### src/rtl/control_unit.sv
// Hardwired MiniSRC control sequencer: fetch T0-T2, then a per-opcode execute sequence.
// Outputs are Moore-decoded from the current step and the IR opcode class.
module control_unit #(
    parameter int unsigned OPW   = 5,
    parameter int unsigned STEPW = 3
) (
    input  logic           i_clock,
    input  logic           i_clear,
    input  logic [OPW-1:0] i_ir_op,
    input  logic           i_branch_out,
    output logic           o_run,
    output logic           o_pc_out,
    output logic           o_zlow_out,
    output logic           o_zhigh_out,
    output logic           o_mdr_out,
    output logic           o_hi_out,
    output logic           o_lo_out,
    output logic           o_in_port_out,
    output logic           o_c_out,
    output logic           o_ba_out,
    output logic           o_r_out,
    output logic           o_mar_in,
    output logic           o_z_in,
    output logic           o_pc_in,
    output logic           o_mdr_in,
    output logic           o_ir_in,
    output logic           o_y_in,
    output logic           o_hi_in,
    output logic           o_lo_in,
    output logic           o_con_in,
    output logic           o_out_port_in,
    output logic           o_r_in,
    output logic           o_gra,
    output logic           o_grb,
    output logic           o_grc,
    output logic           o_inc_pc,
    output logic           o_read,
    output logic           o_write,
    output logic           o_add,
    output logic           o_sub,
    output logic           o_and,
    output logic           o_or,
    output logic           o_shr,
    output logic           o_shra,
    output logic           o_shl,
    output logic           o_ror,
    output logic           o_rol,
    output logic           o_mul,
    output logic           o_div,
    output logic           o_neg,
    output logic           o_not
);

    typedef enum logic [1:0] {ModeRst, ModeHalt, ModeRun} mode_e;

    typedef enum logic [3:0] {
        ClsRType, ClsImm, ClsMulDiv, ClsNegNot, ClsLd, ClsLdi, ClsSt, ClsBr,
        ClsJr, ClsJal, ClsIn, ClsOut, ClsMfhi, ClsMflo, ClsNop, ClsHalt
    } class_e;

    localparam logic [STEPW-1:0] StepT0 = STEPW'(0);
    localparam logic [STEPW-1:0] StepT1 = STEPW'(1);
    localparam logic [STEPW-1:0] StepT2 = STEPW'(2);
    localparam logic [STEPW-1:0] StepT3 = STEPW'(3);
    localparam logic [STEPW-1:0] StepT4 = STEPW'(4);
    localparam logic [STEPW-1:0] StepT5 = STEPW'(5);
    localparam logic [STEPW-1:0] StepT6 = STEPW'(6);
    localparam logic [STEPW-1:0] StepT7 = STEPW'(7);

    localparam logic [OPW-1:0] OpLd   = OPW'(5'b00000);
    localparam logic [OPW-1:0] OpLdi  = OPW'(5'b00001);
    localparam logic [OPW-1:0] OpSt   = OPW'(5'b00010);
    localparam logic [OPW-1:0] OpAdd  = OPW'(5'b00011);
    localparam logic [OPW-1:0] OpSub  = OPW'(5'b00100);
    localparam logic [OPW-1:0] OpAnd  = OPW'(5'b00101);
    localparam logic [OPW-1:0] OpOr   = OPW'(5'b00110);
    localparam logic [OPW-1:0] OpShr  = OPW'(5'b00111);
    localparam logic [OPW-1:0] OpShra = OPW'(5'b01000);
    localparam logic [OPW-1:0] OpShl  = OPW'(5'b01001);
    localparam logic [OPW-1:0] OpRor  = OPW'(5'b01010);
    localparam logic [OPW-1:0] OpRol  = OPW'(5'b01011);
    localparam logic [OPW-1:0] OpAddi = OPW'(5'b01100);
    localparam logic [OPW-1:0] OpAndi = OPW'(5'b01101);
    localparam logic [OPW-1:0] OpOri  = OPW'(5'b01110);
    localparam logic [OPW-1:0] OpMul  = OPW'(5'b01111);
    localparam logic [OPW-1:0] OpDiv  = OPW'(5'b10000);
    localparam logic [OPW-1:0] OpNeg  = OPW'(5'b10001);
    localparam logic [OPW-1:0] OpNot  = OPW'(5'b10010);
    localparam logic [OPW-1:0] OpBr   = OPW'(5'b10011);
    localparam logic [OPW-1:0] OpJr   = OPW'(5'b10100);
    localparam logic [OPW-1:0] OpJal  = OPW'(5'b10101);
    localparam logic [OPW-1:0] OpIn   = OPW'(5'b10110);
    localparam logic [OPW-1:0] OpOut  = OPW'(5'b10111);
    localparam logic [OPW-1:0] OpMfhi = OPW'(5'b11000);
    localparam logic [OPW-1:0] OpMflo = OPW'(5'b11001);
    localparam logic [OPW-1:0] OpHalt = OPW'(5'b11011);

    localparam int unsigned AluAdd  = 0;
    localparam int unsigned AluSub  = 1;
    localparam int unsigned AluAnd  = 2;
    localparam int unsigned AluOr   = 3;
    localparam int unsigned AluShr  = 4;
    localparam int unsigned AluShra = 5;
    localparam int unsigned AluShl  = 6;
    localparam int unsigned AluRor  = 7;
    localparam int unsigned AluRol  = 8;
    localparam int unsigned AluMul  = 9;
    localparam int unsigned AluDiv  = 10;
    localparam int unsigned AluNeg  = 11;
    localparam int unsigned AluNot  = 12;

    mode_e            r_mode, w_mode_d;
    logic [STEPW-1:0] r_step, w_step_d;
    class_e           w_class;
    logic [STEPW-1:0] w_last;
    logic [12:0]      w_op_alu;
    logic [12:0]      w_alu;

    always_comb begin
        w_class = ClsNop;
        case (i_ir_op)
            OpLd:                                  w_class = ClsLd;
            OpLdi:                                 w_class = ClsLdi;
            OpSt:                                  w_class = ClsSt;
            OpAdd, OpSub, OpAnd, OpOr, OpShr,
            OpShra, OpShl, OpRor, OpRol:           w_class = ClsRType;
            OpAddi, OpAndi, OpOri:                 w_class = ClsImm;
            OpMul, OpDiv:                          w_class = ClsMulDiv;
            OpNeg, OpNot:                          w_class = ClsNegNot;
            OpBr:                                  w_class = ClsBr;
            OpJr:                                  w_class = ClsJr;
            OpJal:                                 w_class = ClsJal;
            OpIn:                                  w_class = ClsIn;
            OpOut:                                 w_class = ClsOut;
            OpMfhi:                                w_class = ClsMfhi;
            OpMflo:                                w_class = ClsMflo;
            OpHalt:                                w_class = ClsHalt;
            default:                               w_class = ClsNop;
        endcase
    end

    always_comb begin
        w_op_alu = '0;
        case (i_ir_op)
            OpAdd, OpAddi: w_op_alu[AluAdd]  = 1'b1;
            OpSub:         w_op_alu[AluSub]  = 1'b1;
            OpAnd, OpAndi: w_op_alu[AluAnd]  = 1'b1;
            OpOr, OpOri:   w_op_alu[AluOr]   = 1'b1;
            OpShr:         w_op_alu[AluShr]  = 1'b1;
            OpShra:        w_op_alu[AluShra] = 1'b1;
            OpShl:         w_op_alu[AluShl]  = 1'b1;
            OpRor:         w_op_alu[AluRor]  = 1'b1;
            OpRol:         w_op_alu[AluRol]  = 1'b1;
            OpMul:         w_op_alu[AluMul]  = 1'b1;
            OpDiv:         w_op_alu[AluDiv]  = 1'b1;
            OpNeg:         w_op_alu[AluNeg]  = 1'b1;
            OpNot:         w_op_alu[AluNot]  = 1'b1;
            default:       w_op_alu = '0;
        endcase
    end

    // Final step of each class; nop/halt end after fetch.
    always_comb begin
        w_last = StepT3;
        case (w_class)
            ClsRType, ClsImm, ClsLdi: w_last = StepT5;
            ClsMulDiv, ClsBr:         w_last = StepT6;
            ClsNegNot, ClsJal:        w_last = StepT4;
            ClsLd, ClsSt:             w_last = StepT7;
            ClsNop, ClsHalt:          w_last = StepT2;
            default:                  w_last = StepT3;
        endcase
    end

    always_ff @(posedge i_clock or posedge i_clear) begin
        if (i_clear) begin
            r_mode <= ModeRst;
            r_step <= StepT0;
        end else begin
            r_mode <= w_mode_d;
            r_step <= w_step_d;
        end
    end

    always_comb begin
        w_mode_d = r_mode;
        w_step_d = r_step;
        case (r_mode)
            ModeRst: begin
                w_mode_d = ModeRun;
                w_step_d = StepT0;
            end
            ModeRun: begin
                // >= keeps the counter from running past T7 even on a stale opcode
                if (r_step >= w_last || r_step == StepT7) begin
                    w_step_d = StepT0;
                    if (w_class == ClsHalt) begin
                        w_mode_d = ModeHalt;
                    end
                end else begin
                    w_step_d = r_step + 1'b1;
                end
            end
            default: begin
                w_mode_d = ModeHalt;
                w_step_d = StepT0;
            end
        endcase
    end

    always_comb begin
        o_run = 1'b0;
        o_pc_out = 1'b0; o_zlow_out = 1'b0; o_zhigh_out = 1'b0; o_mdr_out = 1'b0;
        o_hi_out = 1'b0; o_lo_out = 1'b0; o_in_port_out = 1'b0; o_c_out = 1'b0;
        o_ba_out = 1'b0; o_r_out = 1'b0;
        o_mar_in = 1'b0; o_z_in = 1'b0; o_pc_in = 1'b0; o_mdr_in = 1'b0; o_ir_in = 1'b0;
        o_y_in = 1'b0; o_hi_in = 1'b0; o_lo_in = 1'b0; o_con_in = 1'b0;
        o_out_port_in = 1'b0; o_r_in = 1'b0;
        o_gra = 1'b0; o_grb = 1'b0; o_grc = 1'b0; o_inc_pc = 1'b0;
        o_read = 1'b0; o_write = 1'b0;
        w_alu = '0;
        if (r_mode == ModeRun) begin
            o_run = 1'b1;
            case (r_step)
                StepT0: begin
                    o_pc_out = 1'b1; o_mar_in = 1'b1; o_inc_pc = 1'b1; o_z_in = 1'b1;
                end
                StepT1: begin
                    o_zlow_out = 1'b1; o_pc_in = 1'b1; o_read = 1'b1; o_mdr_in = 1'b1;
                end
                StepT2: begin
                    o_mdr_out = 1'b1; o_ir_in = 1'b1;
                end
                default: begin
                    case (w_class)
                        ClsRType, ClsImm: begin
                            case (r_step)
                                StepT3: begin o_grb = 1'b1; o_r_out = 1'b1; o_y_in = 1'b1; end
                                StepT4: begin
                                    if (w_class == ClsRType) begin
                                        o_grc = 1'b1; o_r_out = 1'b1;
                                    end else begin
                                        o_c_out = 1'b1;
                                    end
                                    w_alu = w_op_alu; o_z_in = 1'b1;
                                end
                                StepT5: begin o_zlow_out = 1'b1; o_gra = 1'b1; o_r_in = 1'b1; end
                                default: ;
                            endcase
                        end
                        ClsMulDiv: begin
                            case (r_step)
                                StepT3: begin o_gra = 1'b1; o_r_out = 1'b1; o_y_in = 1'b1; end
                                StepT4: begin
                                    o_grb = 1'b1; o_r_out = 1'b1; w_alu = w_op_alu; o_z_in = 1'b1;
                                end
                                StepT5: begin o_zlow_out = 1'b1; o_lo_in = 1'b1; end
                                StepT6: begin o_zhigh_out = 1'b1; o_hi_in = 1'b1; end
                                default: ;
                            endcase
                        end
                        ClsNegNot: begin
                            case (r_step)
                                StepT3: begin
                                    o_grb = 1'b1; o_r_out = 1'b1; w_alu = w_op_alu; o_z_in = 1'b1;
                                end
                                StepT4: begin o_zlow_out = 1'b1; o_gra = 1'b1; o_r_in = 1'b1; end
                                default: ;
                            endcase
                        end
                        ClsLd, ClsLdi, ClsSt: begin
                            case (r_step)
                                StepT3: begin o_grb = 1'b1; o_ba_out = 1'b1; o_y_in = 1'b1; end
                                StepT4: begin o_c_out = 1'b1; w_alu[AluAdd] = 1'b1; o_z_in = 1'b1; end
                                StepT5: begin
                                    o_zlow_out = 1'b1;
                                    if (w_class == ClsLdi) begin
                                        o_gra = 1'b1; o_r_in = 1'b1;
                                    end else begin
                                        o_mar_in = 1'b1;
                                    end
                                end
                                StepT6: begin
                                    if (w_class == ClsLd) begin
                                        o_read = 1'b1; o_mdr_in = 1'b1;
                                    end else if (w_class == ClsSt) begin
                                        o_gra = 1'b1; o_r_out = 1'b1; o_mdr_in = 1'b1;
                                    end
                                end
                                StepT7: begin
                                    if (w_class == ClsLd) begin
                                        o_mdr_out = 1'b1; o_gra = 1'b1; o_r_in = 1'b1;
                                    end else if (w_class == ClsSt) begin
                                        o_write = 1'b1;
                                    end
                                end
                                default: ;
                            endcase
                        end
                        ClsBr: begin
                            case (r_step)
                                StepT3: begin o_gra = 1'b1; o_r_out = 1'b1; o_con_in = 1'b1; end
                                StepT4: begin o_pc_out = 1'b1; o_y_in = 1'b1; end
                                StepT5: begin o_c_out = 1'b1; w_alu[AluAdd] = 1'b1; o_z_in = 1'b1; end
                                StepT6: begin
                                    o_zlow_out = i_branch_out; o_pc_in = i_branch_out;
                                end
                                default: ;
                            endcase
                        end
                        ClsJr: begin
                            if (r_step == StepT3) begin
                                o_gra = 1'b1; o_r_out = 1'b1; o_pc_in = 1'b1;
                            end
                        end
                        ClsJal: begin
                            if (r_step == StepT3) begin
                                o_pc_out = 1'b1; o_grb = 1'b1; o_r_in = 1'b1;
                            end else if (r_step == StepT4) begin
                                o_gra = 1'b1; o_r_out = 1'b1; o_pc_in = 1'b1;
                            end
                        end
                        ClsIn: begin
                            if (r_step == StepT3) begin
                                o_in_port_out = 1'b1; o_gra = 1'b1; o_r_in = 1'b1;
                            end
                        end
                        ClsOut: begin
                            if (r_step == StepT3) begin
                                o_gra = 1'b1; o_r_out = 1'b1; o_out_port_in = 1'b1;
                            end
                        end
                        ClsMfhi: begin
                            if (r_step == StepT3) begin
                                o_hi_out = 1'b1; o_gra = 1'b1; o_r_in = 1'b1;
                            end
                        end
                        ClsMflo: begin
                            if (r_step == StepT3) begin
                                o_lo_out = 1'b1; o_gra = 1'b1; o_r_in = 1'b1;
                            end
                        end
                        default: ;
                    endcase
                end
            endcase
        end
    end

    assign o_add  = w_alu[AluAdd];
    assign o_sub  = w_alu[AluSub];
    assign o_and  = w_alu[AluAnd];
    assign o_or   = w_alu[AluOr];
    assign o_shr  = w_alu[AluShr];
    assign o_shra = w_alu[AluShra];
    assign o_shl  = w_alu[AluShl];
    assign o_ror  = w_alu[AluRor];
    assign o_rol  = w_alu[AluRol];
    assign o_mul  = w_alu[AluMul];
    assign o_div  = w_alu[AluDiv];
    assign o_neg  = w_alu[AluNeg];
    assign o_not  = w_alu[AluNot];

endmodule

### config.mk
export PLATFORM = sky130hd
export DESIGN_NAME = control_unit
export DESIGN_NICKNAME = d
export VERILOG_FILES = /design/src/rtl/control_unit.sv
export SDC_FILE = /design/constraint.sdc
export NUM_CORES = 1
export LEC_CHECK = 0
export CORE_ASPECT_RATIO = 0.75
export CORE_UTILIZATION = 42
export DETAILED_ROUTE_END_ITERATION = 8
export GPL_ROUTABILITY_DRIVEN = 0
export GPL_TIMING_DRIVEN = 1
export MAX_ROUTING_LAYER = met4
export PLACE_DENSITY_LB_ADDON = 0.1
export SYNTH_ARGS = -nofsm -noshare
export SYNTH_HDL_FRONTEND = slang
export SYNTH_SLANG_ARGS = --single-unit
### constraint.sdc
create_clock -name i_clock -period 2 [get_ports i_clock]
set_clock_uncertainty 0.2 [all_clocks]
set_input_delay 0.2 -clock i_clock [delete_from_list [all_inputs] [get_ports i_clock]]
set_output_delay 0.2 -clock i_clock [all_outputs]
set_load 0.01 [all_outputs]
==> Flow_metrics.wiki, run 1 <==
{| class="wikitable"
! Metric !! Value
|-
| Predominant post-synthesis flop cell || sky130_fd_sc_hd__dfrtp_1
|-
| Post-DP HPWL || 4945 um
|-
| Floorplan die width || 69.18 um
|-
| Port bufs || 48
|-
| Failing step || 5_1_grt
|-
| Number of library cell types mapped by synthesis || 50
|-
| Area share of the largest cell type after synthesis || 8.803%
|-
| Wire length of the first global-routing pass || 17230 um
|-
| Synth top area cells || sky130_fd_sc_hd__dfrtp_1, sky130_fd_sc_hd__nand2_1, sky130_fd_sc_hd__ha_1, sky130_fd_sc_hd__nor2_1, sky130_fd_sc_hd__nor3_1
|-
| Status || stopped before the end
|-
| Cts bufs inserted || 3
|-
| Number of nets produced by synthesis || 247
|-
| Dpl ws || -940.0 ps
|-
| Share of synthesized flip-flops with an asynchronous set or reset || 100.0%
|-
| Vertical extent of the die || 52.38 um
|-
| H-tree levels || 1
|-
| Post-synth design cell area || 0.001421 mm^2
|-
| Sink count of the clock tree || 5
|-
| Synth Register Bits || 5
|-
| Clk Tree Root Cell || sky130_fd_sc_hd__clkbuf_8
|-
| Number of buffers between clock root and the deepest sink || 2
|-
| Yosys warns || 0
|-
| Row Count || 17
|-
| EDFF count, synth || 0
|-
| Cell accounting for the most synthesized area || sky130_fd_sc_hd__dfrtp_1
|-
| Vias in the first global route || 3137
|-
| Total global-route track usage || 65.15%
|-
| Maximum number of pins on one net before global-route repair || 28
|-
| Average footprint of a synthesized cell || 6.180 um^2
|-
| Initial Utilization || 46.09%
|-
| Gate Count Post-Synth || 230
|-
| Number of I/O pins || 49
|-
| Sequential element share of the synthesized area || 8.803%
|-
| First Err || [ERROR GRT-0116] Global routing finished with congestion. Check the congestion regions in the DRC Viewer.
|-
| GR Overflow Total || 1
|}
repair_timing:
item                                   4_1_cts
endpoints found under the hold margin        5
resized for setup                          271
gates cloned                                 2
setup buffers                               28
pin swaps                                   35
setup endpoints to repair                   46
hold buffers                                 1
cells by family after synthesis:
logic type	share of synthesized area, %
adders and majority gates	8.627
and+or+nand+nor	42.17
buffers and inverters	8.538
DFF	8.803
xor gates and xnor gates	2.465
AOI/OAI and AO/OA	27.99
muxes	1.409
synth_stat cells, drive strengths merged, types with 2 or more instances:
library cell  count
nor2             28
nor3             16
nand2            32
o21ai            17
clkbuf            6
buf              12
a21oi            11
xor2              3
o22ai             2
o211ai            3
a31oi             5
or3               3
or2               3
o31a              2
ha                9
nand3             7
and2              5
nand3b            2
o31ai             2
nand4             7
nand2b            3
a21boi            3
and3              9
dfrtp             5
o21a              3
mux2i             2
nor2b             6
inv               7
routing by layer:
layer	track usage, %	GRT overflow
met1	65.48	0
met2	88.51	0
met3	38.46	0
met4	62.24	1
met5	-	-
metrics by stage:
stage	area (um^2)	util (%)	TNS, ps	cells
floorplan	1548	-	-463.1	230
global placement	2531	82.07	-29060	376
detailed placement	2531	82.07	-30740	376
CTS	2974	96.43	-8819	411
==> inputs of run 2 (changes only) <==
==> config.mk (replaced) <==
export PLATFORM = sky130hd
export DESIGN_NAME = control_unit
export DESIGN_NICKNAME = d
export VERILOG_FILES = /design/src/rtl/control_unit.sv
export SDC_FILE = /design/constraint.sdc
export NUM_CORES = 1
export LEC_CHECK = 0
export CORE_AREA = 2 2 63 65
export DETAILED_ROUTE_END_ITERATION = 8
export DIE_AREA = 0 0 65 67
export GPL_ROUTABILITY_DRIVEN = 0
export GPL_TIMING_DRIVEN = 1
export PLACE_DENSITY_LB_ADDON = 0.15
export SYNTH_ARGS = -nofsm -noshare
export SYNTH_HDL_FRONTEND = slang
export SYNTH_SLANG_ARGS = --single-unit
==> constraint.sdc (replaced) <==
create_clock -name i_clock -period 2.6 [get_ports i_clock]
set_clock_uncertainty 0.2 [all_clocks]
set_input_delay 0.26 -clock i_clock [delete_from_list [all_inputs] [get_ports i_clock]]
set_output_delay 0.26 -clock i_clock [all_outputs]
set_load 0.01 [all_outputs]
==> Flow_metrics.wiki, run 2 <==
{| class="wikitable"
! Metric !! Value
|-
| Share of synthesized flip-flops with an asynchronous set or reset || 100.0%
|-
| Cell accounting for the most synthesized area || sky130_fd_sc_hd__dfrtp_1
|-
| Clk Tree Root Cell || sky130_fd_sc_hd__clkbuf_8
|-
| Net switching power || 705.3 uW
|-
| Sequential element share of the synthesized area || 8.803%
|-
| Worst Tran Pin Value || 357.1 ps
|-
| Hold/Removal Path Class || in -> async
|-
| Commonest cells after routing, fill and taps aside || sky130_fd_sc_hd__buf_4, sky130_fd_sc_hd__nand2_1, sky130_fd_sc_hd__nor2_1
|-
| Number of endpoints with negative hold slack in the final report || 0
|-
| Headroom to the max-slew limit || 76.11%
|-
| Sink count of the clock tree || 5
|-
| Kind of critical path || reg -> out
|-
| Post-Route Hold Slack || 38.98 ps
|-
| Clock period minus final worst setup slack || 2563 ps
|-
| Leakage Power || 0.001235 uW
|-
| Clock tree from TritonCTS || done
|-
| Status || finished, final reports clean
|-
| Clock power frac || 9.6%
|-
| Number of buffers between clock root and the deepest sink || 2
|-
| Maximum VDD drop || 0.0003703 V
|-
| GR Overflow Total || 0
|-
| Number of nets in the final layout || 351
|-
| Final Slew Violations || 0
|-
| Number of hold buffers added after cts || 0
|-
| Data required time of the worst path || 2140 ps
|-
| Number of I/O pins || 49
|-
| Total of fill cells in the finished design || 353
|-
| Endpoint kind of the worst setup timing path || output pin
|-
| Floorplan die width || 65 um
|-
| Gate Count Post-Synth || 230
|-
| Synth top area cells || sky130_fd_sc_hd__dfrtp_1, sky130_fd_sc_hd__nand2_1, sky130_fd_sc_hd__ha_1, sky130_fd_sc_hd__nor2_1, sky130_fd_sc_hd__nor3_1
|-
| Critical path launch point type || flop
|-
| Die Area || 0.004355 mm^2
|-
| Iteration-0 DRC count of the detailed router || 130
|-
| Worst Path Max Fanout || 3
|-
| Sequential cell area || 125.1 um^2
|-
| Wire length of the first global-routing pass || 9211 um
|-
| Int Power || 772.3 uW
|-
| Antenna cell count || 0
|-
| Most frequent standard cell in the layout excluding fill and tap cells || sky130_fd_sc_hd__buf_4
|-
| Post-synth design cell area || 0.001421 mm^2
|-
| Worst path slowest cell || sky130_fd_sc_hd__or3_4
|-
| Predominant post-synthesis flop cell || sky130_fd_sc_hd__dfrtp_1
|-
| Final wirelength || 5740 um
|-
| Number of flip-flops under the largest register name || 3
|-
| Row Count || 22
|-
| EDFF count, synth || 0
|-
| Number of vias per cell || 5.575
|-
| Vias in the first global route || 1972
|-
| Area share of the largest cell type after synthesis || 8.803%
|-
| H-tree levels || 1
|-
| Remaining DRCs || 0
|-
| Cts bufs inserted || 3
|-
| Vertical extent of the die || 67 um
|-
| Combinational group share of total power || 82.4%
|-
| Unrepaired setup endpoints after global routing || yes
|-
| Worst stage delay on the critical path || 400 ps
|-
| Number of nets produced by synthesis || 247
|-
| Share of total power in sequential cells || 8.0%
|-
| Area growth from synthesis to final layout || 73.86%
|-
| Port bufs || 48
|-
| Initial Utilization || 39.42%
|-
| Largest registers || r_step x3, r_mode x2
|-
| Max-capacitance violation count || 0
|-
| Detailed-router iteration count before antenna repair || 6
|-
| Largest register by flop count || r_step
|-
| CP Cell Sequence || buf_6 -> inv_4 -> ha_4 -> nand2_2 -> or3_4 -> a211o_1 -> o31a_1 -> a31oi_1 -> buf_2
|-
| Highest clock frequency the design can meet || 0.3902 GHz
|-
| Part of the cycle the worst path needs || 98.57%
|-
| Clock latency reported for the late side of the worst-skew pair || 220 ps
|-
| Worst path arrival time || 2100 ps
|-
| Top post-synthesis cells by count || sky130_fd_sc_hd__nand2_1, sky130_fd_sc_hd__nor2_1, sky130_fd_sc_hd__nor3_1, sky130_fd_sc_hd__o21ai_0, sky130_fd_sc_hd__a21oi_1
|-
| Setup violators final || 0
|-
| Post-DP HPWL || 4570 um
|-
| Yosys warns || 0
|-
| Maximum number of pins on one net before global-route repair || 17
|-
| Share of post-route cells with drive strength above 1 || 34.23%
|-
| Routed length per placed instance || 15.07 um
|-
| Antenna-violating nets left || 0
|-
| Average footprint of a synthesized cell || 6.180 um^2
|-
| Clock-pin transition on the worst setup and hold timing paths || 40 ps
|-
| Switching portion of total power || 47.73%
|-
| Synth Register Bits || 5
|-
| Area of the multi-input gates || 0.001279 mm^2
|-
| Total global-route track usage || 27.06%
|-
| Power Dens Cells || 597.9 mW/mm^2
|-
| Number of library cell types mapped by synthesis || 50
|-
| Antenna violations before repair || 0
|-
| Finished Core Util || 68.53%
|-
| Core Area || 0.003606 mm^2
|-
| Top-count cell post-synth || sky130_fd_sc_hd__nand2_1
|-
| Total via count in the routed design || 2124
|}
## run 2: cell counts after synthesis
No cell type changed its count.
## run 2: timing repair
action	CTS	global route
endpoints found under the setup margin	43	25
hold endpoints to repair	0	0
pin swaps	2	9
buffers inserted	0	3
gates resized for setup	71	32
## run 2: worst paths after layout
path / from / end / slack [ps] / cells past startpoint
setup / recovery: r_step[1] / o_r_out / 40 / 9
min in group i_clock: r_mode[0] / r_mode[1] / 290 / 1
setup reg to reg: r_step[1] / r_mode[0] / 580 / 8
max in group asynchronous: i_clear / r_step[1] / 1990 / 2
hold reg to reg: r_mode[0] / r_mode[1] / 290 / 1
hold / removal: i_clear / r_mode[0] / 40 / 2
## run 2: worst max-delay path, delay by kind of cell, from the launching register on
kind            cells  cell delay [ps]
buf+inv             3              330
compound gates      3              600
fa+ha+maj           1              130
simple gates        2              450
flops               1              380
## run 2: kinds of logic (layout without fill, tap and decap cells)
logic type,Yosys count,after routing,synth area share (%)
AO/OA/AOI/OAI,60,60,27.99
XOR/XNOR,4,4,2.465
adder cells (fa/ha/maj),10,10,8.627
buffers and inverters,26,129,8.538
flip-flops,5,5,8.803
multiplexers,2,2,1.409
AND/OR/NAND/NOR,123,123,42.17
## run 2: power groups by stage
| stage | clock network [uW] | registers, uW | logic [uW] |
|---|---|---|---|
| 2_1_floorplan | 0 | 125 | 571 |
| 3_3_place_gp | 0 | 113 | 1130 |
| 3_5_place_dp | 0 | 115 | 1140 |
| 4_1_cts | 144 | 116 | 1120 |
| 5_1_grt | 151 | 120 | 1320 |
| 6_report | 141 | 118 | 1220 |
## run 2: layer usage
metal	GRT usage (%)	share of wire (%)	vias to the layer above
li1	-	-	1031
met1	34.52	43	964
met2	46.65	47	113
met3	2.534	6.8	16
met4	10.90	2.6	0
met5	0	0	-
## run 2: layout make-up
| cell class | instances | area share [%] |
|---|---|---|
| repair buffers | 117 | 37.52 |
| clock buffers | 4 | 1.823 |
| flip-flops and latches | 5 | 5.063 |
| multi-input cells | 199 | 51.75 |
| well taps | 48 | 2.430 |
| inverters | 8 | 1.418 |
## run 2: through the flow
step	setup WS (ps)	cell area (um^2)	std cells	TNS, ps	power, uW
final	37.21	2471	381	0	1478
after global routing	-56.95	2471	381	-132.8	1592
after CTS	-8.654	2446	378	-12.89	1384
after detailed placement	-484.1	2366	374	-11840	1254
after global placement	-506.5	2366	374	-10490	1239
after floorplan	207.9	1421	230	0	695.4
No activity file was read; power rests on OpenSTA's default activity.
==> inputs of run 3 (changes only) <==
--- a/config.mk
+++ b/config.mk
@@ -10,7 +10,7 @@
 export DIE_AREA = 0 0 65 67
 export GPL_ROUTABILITY_DRIVEN = 0
 export GPL_TIMING_DRIVEN = 1
-export PLACE_DENSITY_LB_ADDON = 0.15
+export PLACE_DENSITY = 0.76
 export SYNTH_ARGS = -nofsm -noshare
 export SYNTH_HDL_FRONTEND = slang
 export SYNTH_SLANG_ARGS = --single-unit
==> Flow_metrics.wiki, run 3 (synthesis gave the netlist of run 2 again) <==
{| class="wikitable"
! Metric !! Value
|-
| Total global-route track usage || 28.87%
|-
| Leakage Power || 0.001306 uW
|-
| Data required time of the worst path || 2140 ps
|-
| Critical path launch point type || flop
|-
| Clock latency reported for the late side of the worst-skew pair || 210 ps
|-
| Net switching power || 733.9 uW
|-
| Iteration-0 DRC count of the detailed router || 297
|-
| Post-DP HPWL || 4474 um
|-
| Number of hold buffers added after cts || 0
|-
| Antenna-violating nets left || 0
|-
| Antenna violations before repair || 0
|-
| Cell Count, Final, Fillers Out || 386
|-
| Endpoint of the lowest-slack register-to-register path || r_mode[0]
|-
| Die Area || 0.004355 mm^2
|-
| Status || complete, but fails checks
|-
| Power Dens Cells || 617.7 mW/mm^2
|-
| Switching portion of total power || 46.27%
|-
| Highest clock frequency the design can meet || 0.3778 GHz
|-
| Remaining DRCs || 0
|-
| Total of fill cells in the finished design || 288
|-
| Unrepaired setup endpoints after global routing || yes
|-
| Maximum number of pins on one net before global-route repair || 22
|-
| Row Count || 22
|-
| Finished Core Util || 71.20%
|-
| Wire length of the first global-routing pass || 9873 um
|-
| H-tree levels || 1
|-
| Share of post-route cells with drive strength above 1 || 37.28%
|-
| Setup violators final || 2
|-
| Initial Utilization || 39.42%
|-
| Max-capacitance violation count || 0
|-
| Cts bufs inserted || 3
|-
| Standard cell area after detailed placement || 0.002379 mm^2
|-
| Part of the cycle the worst path needs || 101.8%
|-
| Worst path setup slack after routing || -46.91 ps
|-
| Sequential cell area || 125.1 um^2
|-
| Dpl ws || -419.3 ps
|-
| Placed Instances || 374
|-
| Headroom to the max-slew limit || 69.41%
|-
| Total via count in the routed design || 2294
|-
| Maximum VDD drop || 0.0007976 V
|-
| Worst Path Max Fanout || 2
|-
| Clock tree from TritonCTS || done
|-
| Number of flip-flops under the largest register name || 3
|-
| Most frequent standard cell in the layout excluding fill and tap cells || sky130_fd_sc_hd__buf_4
|-
| Number of I/O pins || 49
|-
| Combinational group share of total power || 84.0%
|-
| Area of the multi-input gates || 0.001311 mm^2
|-
| Worst Tran Pin Value || 457.3 ps
|-
| Clock power frac || 8.6%
|-
| Worst path arrival time || 2190 ps
|-
| Int Power || 852.1 uW
|-
| Sink count of the clock tree || 5
|-
| Number of endpoints with negative hold slack in the final report || 0
|-
| Clk Tree Root Cell || sky130_fd_sc_hd__clkbuf_8
|-
| Final sum of negative setup slack || -68.03 ps
|-
| Largest registers || r_step x3, r_mode x2
|-
| Area growth from synthesis to final layout || 80.63%
|-
| Kind of critical path || reg -> out
|-
| Largest register by flop count || r_step
|-
| Number of buffers between clock root and the deepest sink || 2
|-
| Antenna cell count || 0
|-
| Commonest cells after routing, fill and taps aside || sky130_fd_sc_hd__buf_4, sky130_fd_sc_hd__nand2_1, sky130_fd_sc_hd__nor2_1
|-
| Floorplan die width || 65 um
|-
| Port bufs || 48
|-
| Routed length per placed instance || 16.23 um
|-
| Hold/Removal Path Class || in -> async
|-
| Endpoint kind of the worst setup timing path || output pin
|-
| Number of vias per cell || 5.943
|-
| Violated checks || negative setup slack
|-
| Register-to-register setup slack || 740 ps
|-
| Clock period minus final worst setup slack || 2647 ps
|-
| Final Slew Violations || 0
|-
| Core Area || 0.003606 mm^2
|-
| Depth of the most critical reg-to-reg path || 7
|-
| Final non-filler cell area || 0.002567 mm^2
|-
| Clock-pin transition on the worst setup and hold timing paths || 30 ps
|-
| GR Overflow Total || 0
|-
| Final wirelength || 6266 um
|-
| Number of nets in the final layout || 356
|-
| Share of total power in sequential cells || 7.4%
|-
| Reg-to-reg startpoint || r_step[0]
|-
| Vertical extent of the die || 67 um
|-
| Vias in the first global route || 2086
|-
| Detailed-router iteration count before antenna repair || 5
|}
==> run 3: cell types whose count changed in the layout (fill, tap and decap cells not counted), sizes merged <==
cell           previous run  this run
buf                      71        81
dlygate4sd2              26        16
dlymetal6s2s              3         7
clkbuf                   13        11
clkdlybuf4s50             6         8
clkdlybuf4s15             2         3
==> run 3: area by class of cell <==
cell class	instances	share of cell area [%]
tap	48	2.339
sequential	5	4.873
timing repair buffer	122	38.60
multi-input combinational	199	51.07
inverter	8	1.365
clock buffer	4	1.754
==> run 3: critical path, stage by stage, from the launching register on <==
cell and delay, ps:
sky130_fd_sc_hd__dfrtp_1 380, sky130_fd_sc_hd__buf_6 130, sky130_fd_sc_hd__inv_4 60, sky130_fd_sc_hd__ha_4 140
sky130_fd_sc_hd__nand2_4 50, sky130_fd_sc_hd__or3_4 390, sky130_fd_sc_hd__a211o_1 280, sky130_fd_sc_hd__buf_4 150
sky130_fd_sc_hd__buf_4 120, sky130_fd_sc_hd__a21oi_2 120, sky130_fd_sc_hd__buf_2 140
==> run 3: power by group through the flow <==
stage	sequential [uW]	clock (uW)	combinational (uW)
5_1_grt	120	151	1430
6_report	118	136	1330
2_1_floorplan	125	0	571
4_1_cts	115	139	1250
3_3_place_gp	114	0	1170
3_5_place_dp	115	0	1190
==> run 3: worst max path at each step <==
stage | from | depth (start not counted) | slack [ps] | endpoint
3_5_place_dp | i_ir_op[1] | 8 | -420 | o_r_out
6_report | r_step[1] | 10 | -50 | o_pc_in
5_1_grt | r_step[1] | 10 | -120 | o_pc_in
4_1_cts | r_step[1] | 10 | -50 | o_pc_in
2_1_floorplan | r_step[2] | 7 | 210 | o_r_out
3_3_place_gp | i_ir_op[1] | 8 | -390 | o_r_out
==> run 3: metrics by stage <==
| stage | hold slack [ps] | total power, uW |
|---|---|---|
| 2_1_floorplan | -161.5 | 695.4 |
| 3_3_place_gp | 260.0 | 1285 |
| 3_5_place_dp | 266.0 | 1310 |
| 4_1_cts | 53.44 | 1509 |
| 5_1_grt | 69.72 | 1696 |
| 6_report | 56.03 | 1586 |
==> run 3: per-layer routing <==
layer | up-vias | part of all wire, % | wire length (um) | global-route usage (%)
li1 | 1042 | - | - | -
met4 | 0 | 4.1 | 257 | 16.49
met5 | - | 0 | 0 | 0
met1 | 1020 | 37 | 2308 | 36.26
met3 | 38 | 11 | 718 | 3.378
met2 | 194 | 48 | 2982 | 47.55
==> run 3: what timing repair did <==
item,4_1_cts,5_1_grt
gates resized for setup,82,40
pin swaps,6,5
endpoints found under the setup margin,42,29
buffers inserted,7,1
endpoints found under the hold margin,0,0
